<file path="src/rtl/ysyx_24100006_rf_wb_arbiter_if.sv">
// rtl/ysyx_24100006_rf_wb_arbiter_if.sv - writeback requests, register-file write and busy-scoreboard signals
interface ysyx_24100006_rf_wb_arbiter_if #(
  parameter int ADDR_WIDTH = 5,
  parameter int DATA_WIDTH = 32
);
  logic                  exu_valid;
  logic                  exu_ready;
  logic [ADDR_WIDTH-1:0] exu_waddr;
  logic [DATA_WIDTH-1:0] exu_wdata;
  logic                  lsu_valid;
  logic                  lsu_ready;
  logic [ADDR_WIDTH-1:0] lsu_waddr;
  logic [DATA_WIDTH-1:0] lsu_wdata;
  logic                  rf_wen;
  logic [ADDR_WIDTH-1:0] rf_waddr;
  logic [DATA_WIDTH-1:0] rf_wdata;
  logic                  sb_set_valid;
  logic [ADDR_WIDTH-1:0] sb_set_addr;
  logic [ADDR_WIDTH-1:0] rs1;
  logic [ADDR_WIDTH-1:0] rs2;
  logic                  rs1_busy;
  logic                  rs2_busy;
  logic                  wb_idle;

  modport master (
    output exu_valid, exu_waddr, exu_wdata,
    output lsu_valid, lsu_waddr, lsu_wdata,
    output sb_set_valid, sb_set_addr, rs1, rs2,
    input  exu_ready, lsu_ready, rf_wen, rf_waddr, rf_wdata,
    input  rs1_busy, rs2_busy, wb_idle
  );

  modport slave (
    input  exu_valid, exu_waddr, exu_wdata,
    input  lsu_valid, lsu_waddr, lsu_wdata,
    input  sb_set_valid, sb_set_addr, rs1, rs2,
    output exu_ready, lsu_ready, rf_wen, rf_waddr, rf_wdata,
    output rs1_busy, rs2_busy, wb_idle
  );
endinterface

</file>
<file path="src/rtl/ysyx_24100006_rf_wb_arbiter.sv">
// rtl/ysyx_24100006_rf_wb_arbiter.sv - round-robin EXU/LSU writeback arbiter with registered
// register-file write stage and per-register busy scoreboard
module ysyx_24100006_rf_wb_arbiter #(
  parameter int ADDR_WIDTH = 5,
  parameter int DATA_WIDTH = 32
) (
  input logic                          clk,
  input logic                          rst_n,
  ysyx_24100006_rf_wb_arbiter_if.slave bus
);
  localparam int   NUM_REGS  = 1 << ADDR_WIDTH;
  localparam logic GRANT_EXU = 1'b0;
  localparam logic GRANT_LSU = 1'b1;

  logic                  last_grant;
  logic                  grant_exu;
  logic                  grant_lsu;
  logic                  handshake;
  logic [ADDR_WIDTH-1:0] sel_addr;
  logic [DATA_WIDTH-1:0] sel_data;
  logic                  rf_wen_q;
  logic [ADDR_WIDTH-1:0] rf_waddr_q;
  logic [DATA_WIDTH-1:0] rf_wdata_q;
  logic [NUM_REGS-1:0]   busy;
  logic [NUM_REGS-1:0]   busy_next;

  // On a tie the requester that did not win last time is served.
  always_comb begin
    grant_exu = 1'b0;
    grant_lsu = 1'b0;
    if (bus.exu_valid && bus.lsu_valid) begin
      if (last_grant == GRANT_LSU) grant_exu = 1'b1;
      else                         grant_lsu = 1'b1;
    end else if (bus.exu_valid) begin
      grant_exu = 1'b1;
    end else if (bus.lsu_valid) begin
      grant_lsu = 1'b1;
    end
  end

  assign handshake = grant_exu | grant_lsu;
  assign sel_addr  = grant_lsu ? bus.lsu_waddr : bus.exu_waddr;
  assign sel_data  = grant_lsu ? bus.lsu_wdata : bus.exu_wdata;

  always_ff @(posedge clk or negedge rst_n) begin
    if (!rst_n) begin
      last_grant <= GRANT_LSU;
      rf_wen_q   <= 1'b0;
      rf_waddr_q <= '0;
      rf_wdata_q <= '0;
    end else if (handshake) begin
      last_grant <= grant_lsu ? GRANT_LSU : GRANT_EXU;
      rf_wen_q   <= (sel_addr != '0);
      rf_waddr_q <= sel_addr;
      rf_wdata_q <= sel_data;
    end else begin
      rf_wen_q   <= 1'b0;
    end
  end

  // Clear is applied first so a same-edge set for a new writer wins.
  always_comb begin
    busy_next = busy;
    if (rf_wen_q) busy_next[rf_waddr_q] = 1'b0;
    if (bus.sb_set_valid && (bus.sb_set_addr != '0)) busy_next[bus.sb_set_addr] = 1'b1;
    busy_next[0] = 1'b0;
  end

  always_ff @(posedge clk or negedge rst_n) begin
    if (!rst_n) busy <= '0;
    else        busy <= busy_next;
  end

  assign bus.exu_ready = grant_exu;
  assign bus.lsu_ready = grant_lsu;
  assign bus.rf_wen    = rf_wen_q;
  assign bus.rf_waddr  = rf_waddr_q;
  assign bus.rf_wdata  = rf_wdata_q;
  assign bus.rs1_busy  = busy[bus.rs1];
  assign bus.rs2_busy  = busy[bus.rs2];
  assign bus.wb_idle   = ~|busy & ~rf_wen_q;
endmodule

</file>
<file path="src/flat_wrapper.sv">
// flat-port wrapper written by rule: the top's interface ports become plain ports
module ysyx_24100006_rf_wb_arbiter_flat 
#(
  parameter int ADDR_WIDTH = 5,
  parameter int DATA_WIDTH = 32
)
  (clk, rst_n, bus_exu_valid, bus_exu_waddr, bus_exu_wdata, bus_lsu_valid, bus_lsu_waddr, bus_lsu_wdata, bus_sb_set_valid, bus_sb_set_addr, bus_rs1, bus_rs2, bus_exu_ready, bus_lsu_ready, bus_rf_wen, bus_rf_waddr, bus_rf_wdata, bus_rs1_busy, bus_rs2_busy, bus_wb_idle);
  ysyx_24100006_rf_wb_arbiter_if #(.ADDR_WIDTH(ADDR_WIDTH), .DATA_WIDTH(DATA_WIDTH)) bus_i ();
  input logic clk;
  input logic rst_n;
  input wire logic [$bits(bus_i.exu_valid)-1:0] bus_exu_valid;
  input wire logic [$bits(bus_i.exu_waddr)-1:0] bus_exu_waddr;
  input wire logic [$bits(bus_i.exu_wdata)-1:0] bus_exu_wdata;
  input wire logic [$bits(bus_i.lsu_valid)-1:0] bus_lsu_valid;
  input wire logic [$bits(bus_i.lsu_waddr)-1:0] bus_lsu_waddr;
  input wire logic [$bits(bus_i.lsu_wdata)-1:0] bus_lsu_wdata;
  input wire logic [$bits(bus_i.sb_set_valid)-1:0] bus_sb_set_valid;
  input wire logic [$bits(bus_i.sb_set_addr)-1:0] bus_sb_set_addr;
  input wire logic [$bits(bus_i.rs1)-1:0] bus_rs1;
  input wire logic [$bits(bus_i.rs2)-1:0] bus_rs2;
  output wire logic [$bits(bus_i.exu_ready)-1:0] bus_exu_ready;
  output wire logic [$bits(bus_i.lsu_ready)-1:0] bus_lsu_ready;
  output wire logic [$bits(bus_i.rf_wen)-1:0] bus_rf_wen;
  output wire logic [$bits(bus_i.rf_waddr)-1:0] bus_rf_waddr;
  output wire logic [$bits(bus_i.rf_wdata)-1:0] bus_rf_wdata;
  output wire logic [$bits(bus_i.rs1_busy)-1:0] bus_rs1_busy;
  output wire logic [$bits(bus_i.rs2_busy)-1:0] bus_rs2_busy;
  output wire logic [$bits(bus_i.wb_idle)-1:0] bus_wb_idle;
  assign bus_i.exu_valid = bus_exu_valid;
  assign bus_i.exu_waddr = bus_exu_waddr;
  assign bus_i.exu_wdata = bus_exu_wdata;
  assign bus_i.lsu_valid = bus_lsu_valid;
  assign bus_i.lsu_waddr = bus_lsu_waddr;
  assign bus_i.lsu_wdata = bus_lsu_wdata;
  assign bus_i.sb_set_valid = bus_sb_set_valid;
  assign bus_i.sb_set_addr = bus_sb_set_addr;
  assign bus_i.rs1 = bus_rs1;
  assign bus_i.rs2 = bus_rs2;
  assign bus_exu_ready = bus_i.exu_ready;
  assign bus_lsu_ready = bus_i.lsu_ready;
  assign bus_rf_wen = bus_i.rf_wen;
  assign bus_rf_waddr = bus_i.rf_waddr;
  assign bus_rf_wdata = bus_i.rf_wdata;
  assign bus_rs1_busy = bus_i.rs1_busy;
  assign bus_rs2_busy = bus_i.rs2_busy;
  assign bus_wb_idle = bus_i.wb_idle;
  ysyx_24100006_rf_wb_arbiter #(.ADDR_WIDTH(ADDR_WIDTH), .DATA_WIDTH(DATA_WIDTH)) u_core (.clk(clk), .rst_n(rst_n), .bus(bus_i));
endmodule
</file>
<file path="config.mk">
export PLATFORM = sky130hd
export DESIGN_NAME = ysyx_24100006_rf_wb_arbiter_flat
export DESIGN_NICKNAME = d
export VERILOG_FILES = /design/src/rtl/ysyx_24100006_rf_wb_arbiter_if.sv /design/src/rtl/ysyx_24100006_rf_wb_arbiter.sv /design/src/flat_wrapper.sv
export SDC_FILE = /design/constraint.sdc
export NUM_CORES = 1
export LEC_CHECK = 0
export ABC_AREA = 1
export BUFFER_PORTS_ARGS = -buffer_cell sky130_fd_sc_hd__buf_2
export CAP_MARGIN = 15
export CORE_MARGIN = 3
export CORE_UTILIZATION = 30
export DETAILED_ROUTE_END_ITERATION = 7
export SLEW_MARGIN = 20
export SYNTH_ARGS = -nofsm -noshare
export SYNTH_HDL_FRONTEND = slang
export SYNTH_SLANG_ARGS = --single-unit
</file>
<file path="constraint.sdc">
create_clock -name clk -period 1.15 [get_ports clk]
set_input_delay 0.1725 -clock clk [delete_from_list [all_inputs] [get_ports clk]]
set_output_delay 0.1725 -clock clk [all_outputs]
set_load 0.02 [all_outputs]
</file>
==> Word-level counts from Yosys, hierarchy flattened <==
Cells that the tools add are included.
{ "op_classes": {"n_shift": 0, "n_addsub": 0, "div_mod_pow": 0, "mux": 21, "n_reduce_logical": 8, "n_lt_le_gt_ge": 6, "n_mul": 0, "bitwise": 6, "n_eq_ne": 0} }
{ "ops": {"columns": ["operator", "n"], "rows": [
  ["$mux 32", 3],
  ["$and 32x32->32", 1],
  ["$not 32->32", 1],
  ["$or 32x32->32", 1],
  ["$reduce_or 31->1", 1],
  ["$lt 5x6->1 const B", 4],
  ["$mux 1", 13],
  ["$bmux 1 s5", 2],
  ["$demux 1 s5", 2],
  ["$ge 5x1->1 const B", 2],
  ["$reduce_bool 5->1", 2],
  ["$mux 5", 1],
  ["$logic_and 1x1->1", 4],
  ["$and 1x1->1", 1],
  ["$logic_not 1->1", 1],
  ["$not 1->1", 1],
  ["$or 1x1->1", 1]
]} }
{ "word_totals": {"rom_bits": 0, "mem_bits_rw": 0, "n_memories": 0, "regBits": 70, "latchBits": 0} }

==> Logic depth before layout (Yosys ltp) <==
{ "depth": {"word_depth": 9, "mapped_depth": 11, "mapped_depth_nobuf": 9} }

==> Worst setup path before layout <==
Ideal clock, no wire load.
{ "synth_timing": {"kind": "reg2out", "startpoint": "register u_core.rf_wen_q (netlist: u_core.bus.rf_wen)", "endpoint": "output port bus_wb_idle", "t_arrival_ns": 1.168, "path_stages_with_launch": 4, "path_buffers": 0, "path_slack_ns": -0.190, "t_required_ns": 0.978, "cell_sequence": "dfrtp_1 nor4_1 nand4_1 nor2_1"} }
{ "synth_between": {"elab_chain_cells": 2} }
{ "synth_rtl": {"columns": ["item", "line", "source"], "rows": [
  ["from (decl)", "ysyx_24100006_rf_wb_arbiter.sv:21", "logic rf_wen_q;"],
  ["from (signal assigned)", "ysyx_24100006_rf_wb_arbiter.sv:53", "rf_wen_q <= (sel_addr != '0);"],
  ["$not 1->1", "ysyx_24100006_rf_wb_arbiter.sv:81", "assign bus.wb_idle = ~|busy & ~rf_wen_q;"],
  ["$and 1x1->1", "ysyx_24100006_rf_wb_arbiter.sv:81", null],
  ["to (decl)", "flat_wrapper.sv:28", "output wire logic [$bits(bus_i.wb_idle)-1:0] bus_wb_idle;"]
]} }
Every way passes these cells.

==> Worst setup path after layout <==
{ "layout_timing": {"startpoint": "register u_core.busy[7]", "endpoint": "output port bus_wb_idle"} }
{ "layout_between": {"elab_chain_cells": 3} }
{ "layout_rtl": {"columns": ["item", "line", "source"], "rows": [
  ["from (decl)", "ysyx_24100006_rf_wb_arbiter.sv:24", "logic [NUM_REGS-1:0] busy;"],
  ["from (signal assigned)", "ysyx_24100006_rf_wb_arbiter.sv:71", "else busy <= busy_next;"],
  ["$reduce_or 31->1", "ysyx_24100006_rf_wb_arbiter.sv:81", null],
  ["$logic_not 1->1", "ysyx_24100006_rf_wb_arbiter.sv:81", null],
  ["$and 1x1->1", "ysyx_24100006_rf_wb_arbiter.sv:81", null]
]} }
Every way passes these cells.

==> flow_summary.toml <==
[cts]
path_clk_slew_ns = 0.06
worst_skew_pair.late_latency_ns = 0.33
htree_levels = 3
cts_tree = "done"
clock_tree.root_cell = "clkbuf_16"
clock_path_buffers = 2
numCtsBuffers = 9
cts_sinks = 70

[layout]
diodes = 0
nets = 791
layout-drive-gt1-share_pct = 55.1
areaGrowthSynthToFinish_pct = 75.2

[grt]
grt_pass1_wl_mm = 23.1
antenna_found_initial = 0
grt_pass1_vias = 4475
grt_max_degree = 71
grt_util_all_layers_pct = 20.9
grt.overflow.total = 0

[floorplan]
top_level_ports = 137
num_rows = 40
core_area_um2 = 12100
die_area_um2 = 13800
start_util_pct = 30.8
die_w_um = 118
die_y_um = 118

[timing]
fmax_ghz = 0.589
post-route-min-period_ns = 1.70
finalSetupViolations = 49
grt_setup_unrepaired = "true"
worst_pin_slew_ns = 0.386
skew_ns = 0.00992
drv_slew = 0
max-slew-margin-rel_pct = 74.2
setup_ws_ns = -0.549
hold_violations = 0
min_period_over_period_pct = 148

[critical_path]
critPathCaptureType = "primary output"
crit_path_start_kind = "flop"
required_ns = 0.98
path_max_fanout = 3
cp.arrival_ns = 1.53
critical_path_class = "flop to primary output"

[drt]
wl_per_cell_um = 16.9
drtPass1Iterations = 5
vias_per_cell = 5.09
vias = 4422
drc_errors = 0
antenna_left = 0
drtIter0Drc = 264
routed_wl_mm = 14.7

[worst_hold_path]
min_path_type = "input port to flop"

[synth]
synth_area_leaders = "dfrtp_1 (46%), nand2_1 (19%), nand3_1 (14%)"
yosysUniqueCellTypes = 20
synth_top_area_share_pct = 46.2
yosysWarnings = 0
synth_area_leader_cell = "dfrtp_1"
ys_ff_latch = 70
synth_nets = 600
yosysSeqAreaShare_pct = 46.9
avgSynthCellArea_um2 = 7.38
synthCells = 506
netlist_area_um2 = 3740

[place]
numPortBuffers = 136
dp_slack_ns = -0.341
gp_congestion = 0.929
dp_hpwl_mm = 9.47

[power_and_ir_drop]
cellPowerDensity_nw_per_um2 = 1590
ir_drop_v = 0.00105
power.total_uw = 10400
p_leak_uw = 0.00336

[run_status]
status = "finished, violations left"
violations = "negative setup slack"

[flow_run]
drv_cap = 0
[through the flow]
step	cells	util, %	hold WS, ns	setup TNS, ns	instance area, µm²
2_1_floorplan	506	-	-0.123	-0.105	3760
3_3_place_gp	832	40.5	0.223	-2.88	4910
4_1_cts	869	50.8	0.0404	-9.99	6150
6_report	869	54.0	0.0624	-7.50	6540
3_5_place_dp	832	40.5	0.229	-3.92	4910
5_1_grt	869	54.0	0.0519	-10.28	6540
[kinds of logic after synthesis]
logic type / share of synthesized area, %
AND/OR/NAND/NOR: 36.5
flip-flops: 46.9
buffers and inverters: 6.66
AO/OA/AOI/OAI: 9.95
[synth_stat cells (all sizes together)]
master / instances
nand2: 192
nand3: 105
o21ai: 72
dfrtp: 69
inv: 29
buf: 18
nor4: 8
nor2: 6
or2: 3
nand4: 2
a21boi: 1
dfstp: 1
[metal layers]
metal | GRT usage [%] | part of all wire [%] | vias up
met3 | 5.48 | 8.5 | 32
met4 | 8.28 | 3.1 | 0
li1 | - | - | 2082
met1 | 25.2 | 39 | 2068
met2 | 35.8 | 49 | 240
met5 | 0 | 0 | -
[state kept, by name (all words and copies together), names as in the netlist]
name                 cells
u_core.busy             31
u_core.last_grant        1
u_core.bus.rf_wen        1
u_core.bus.rf_wdata     32
u_core.bus.rf_waddr      5
[final cells by class]
cell class	count	area [µm²]
clock inverter	4	47.5
tap	168	210
timing repair buffer	198	1500
multi-input combinational	389	2660
fill	1090	5570
inverter	29	124
sequential	70	1760
clock buffer	11	243
[worst paths after layout]
kind,endpoint,startpoint,cells after the start,slack (ns)
max,bus_wb_idle,u_core.busy[7],4,-0.55
min,u_core.bus.rf_wdata[13],bus_exu_wdata[13],3,0.06
max reg2reg,u_core.bus.rf_wen,u_core.last_grant,8,-0.24
min reg2reg,u_core.bus.rf_wdata[11],u_core.bus.rf_wdata[11],2,0.49
max in group asynchronous,u_core.last_grant,rst_n,3,0.42
min in group asynchronous,u_core.bus.rf_wdata[16],rst_n,3,0.38
[power by group]
group | total, µW | switching [µW] | internal [µW]
clock network | 2700 | 983 | 1720
registers | 3900 | 779 | 3120
logic | 3810 | 2030 | 1780
total | 10400 | 3790 | 6620
[what timing repair did]
action / CTS / global route
pin swaps: 31 / 60
gates resized for setup: 182 / 165
hold endpoints to repair: 69 / 0
cloned: 6 / 0
setup buffers: 15 / 5
endpoints found under the setup margin: 65 / 79
hold buffers: 1 / 0
[layout by cell type (no fill, tap or decap), types with 8 or more instances in the layout]
| master | netlist | final |
|---|---|---|
| o21ai_2 | 0 | 11 |
| o21ai_0 | 69 | 16 |
| nand2_2 | 1 | 17 |
| inv_1 | 26 | 18 |
| dfrtp_1 | 69 | 62 |
| inv_2 | 0 | 8 |
| buf_2 | 12 | 125 |
| buf_12 | 0 | 12 |
| nand3_2 | 0 | 53 |
| clkbuf_16 | 0 | 9 |
| buf_6 | 6 | 32 |
| nand3_1 | 105 | 49 |
| nand2_4 | 1 | 60 |
| nand2_1 | 190 | 115 |
| buf_4 | 0 | 24 |
| o21ai_1 | 3 | 43 |
[worst max-delay path: stages (launching register included)]
cell     delay (ns)
dfrtp_1        0.41
nor4_2         0.30
nand4_1        0.19
nor2_4         0.17
buf_6          0.13
(Power assumes the default switching activity.)
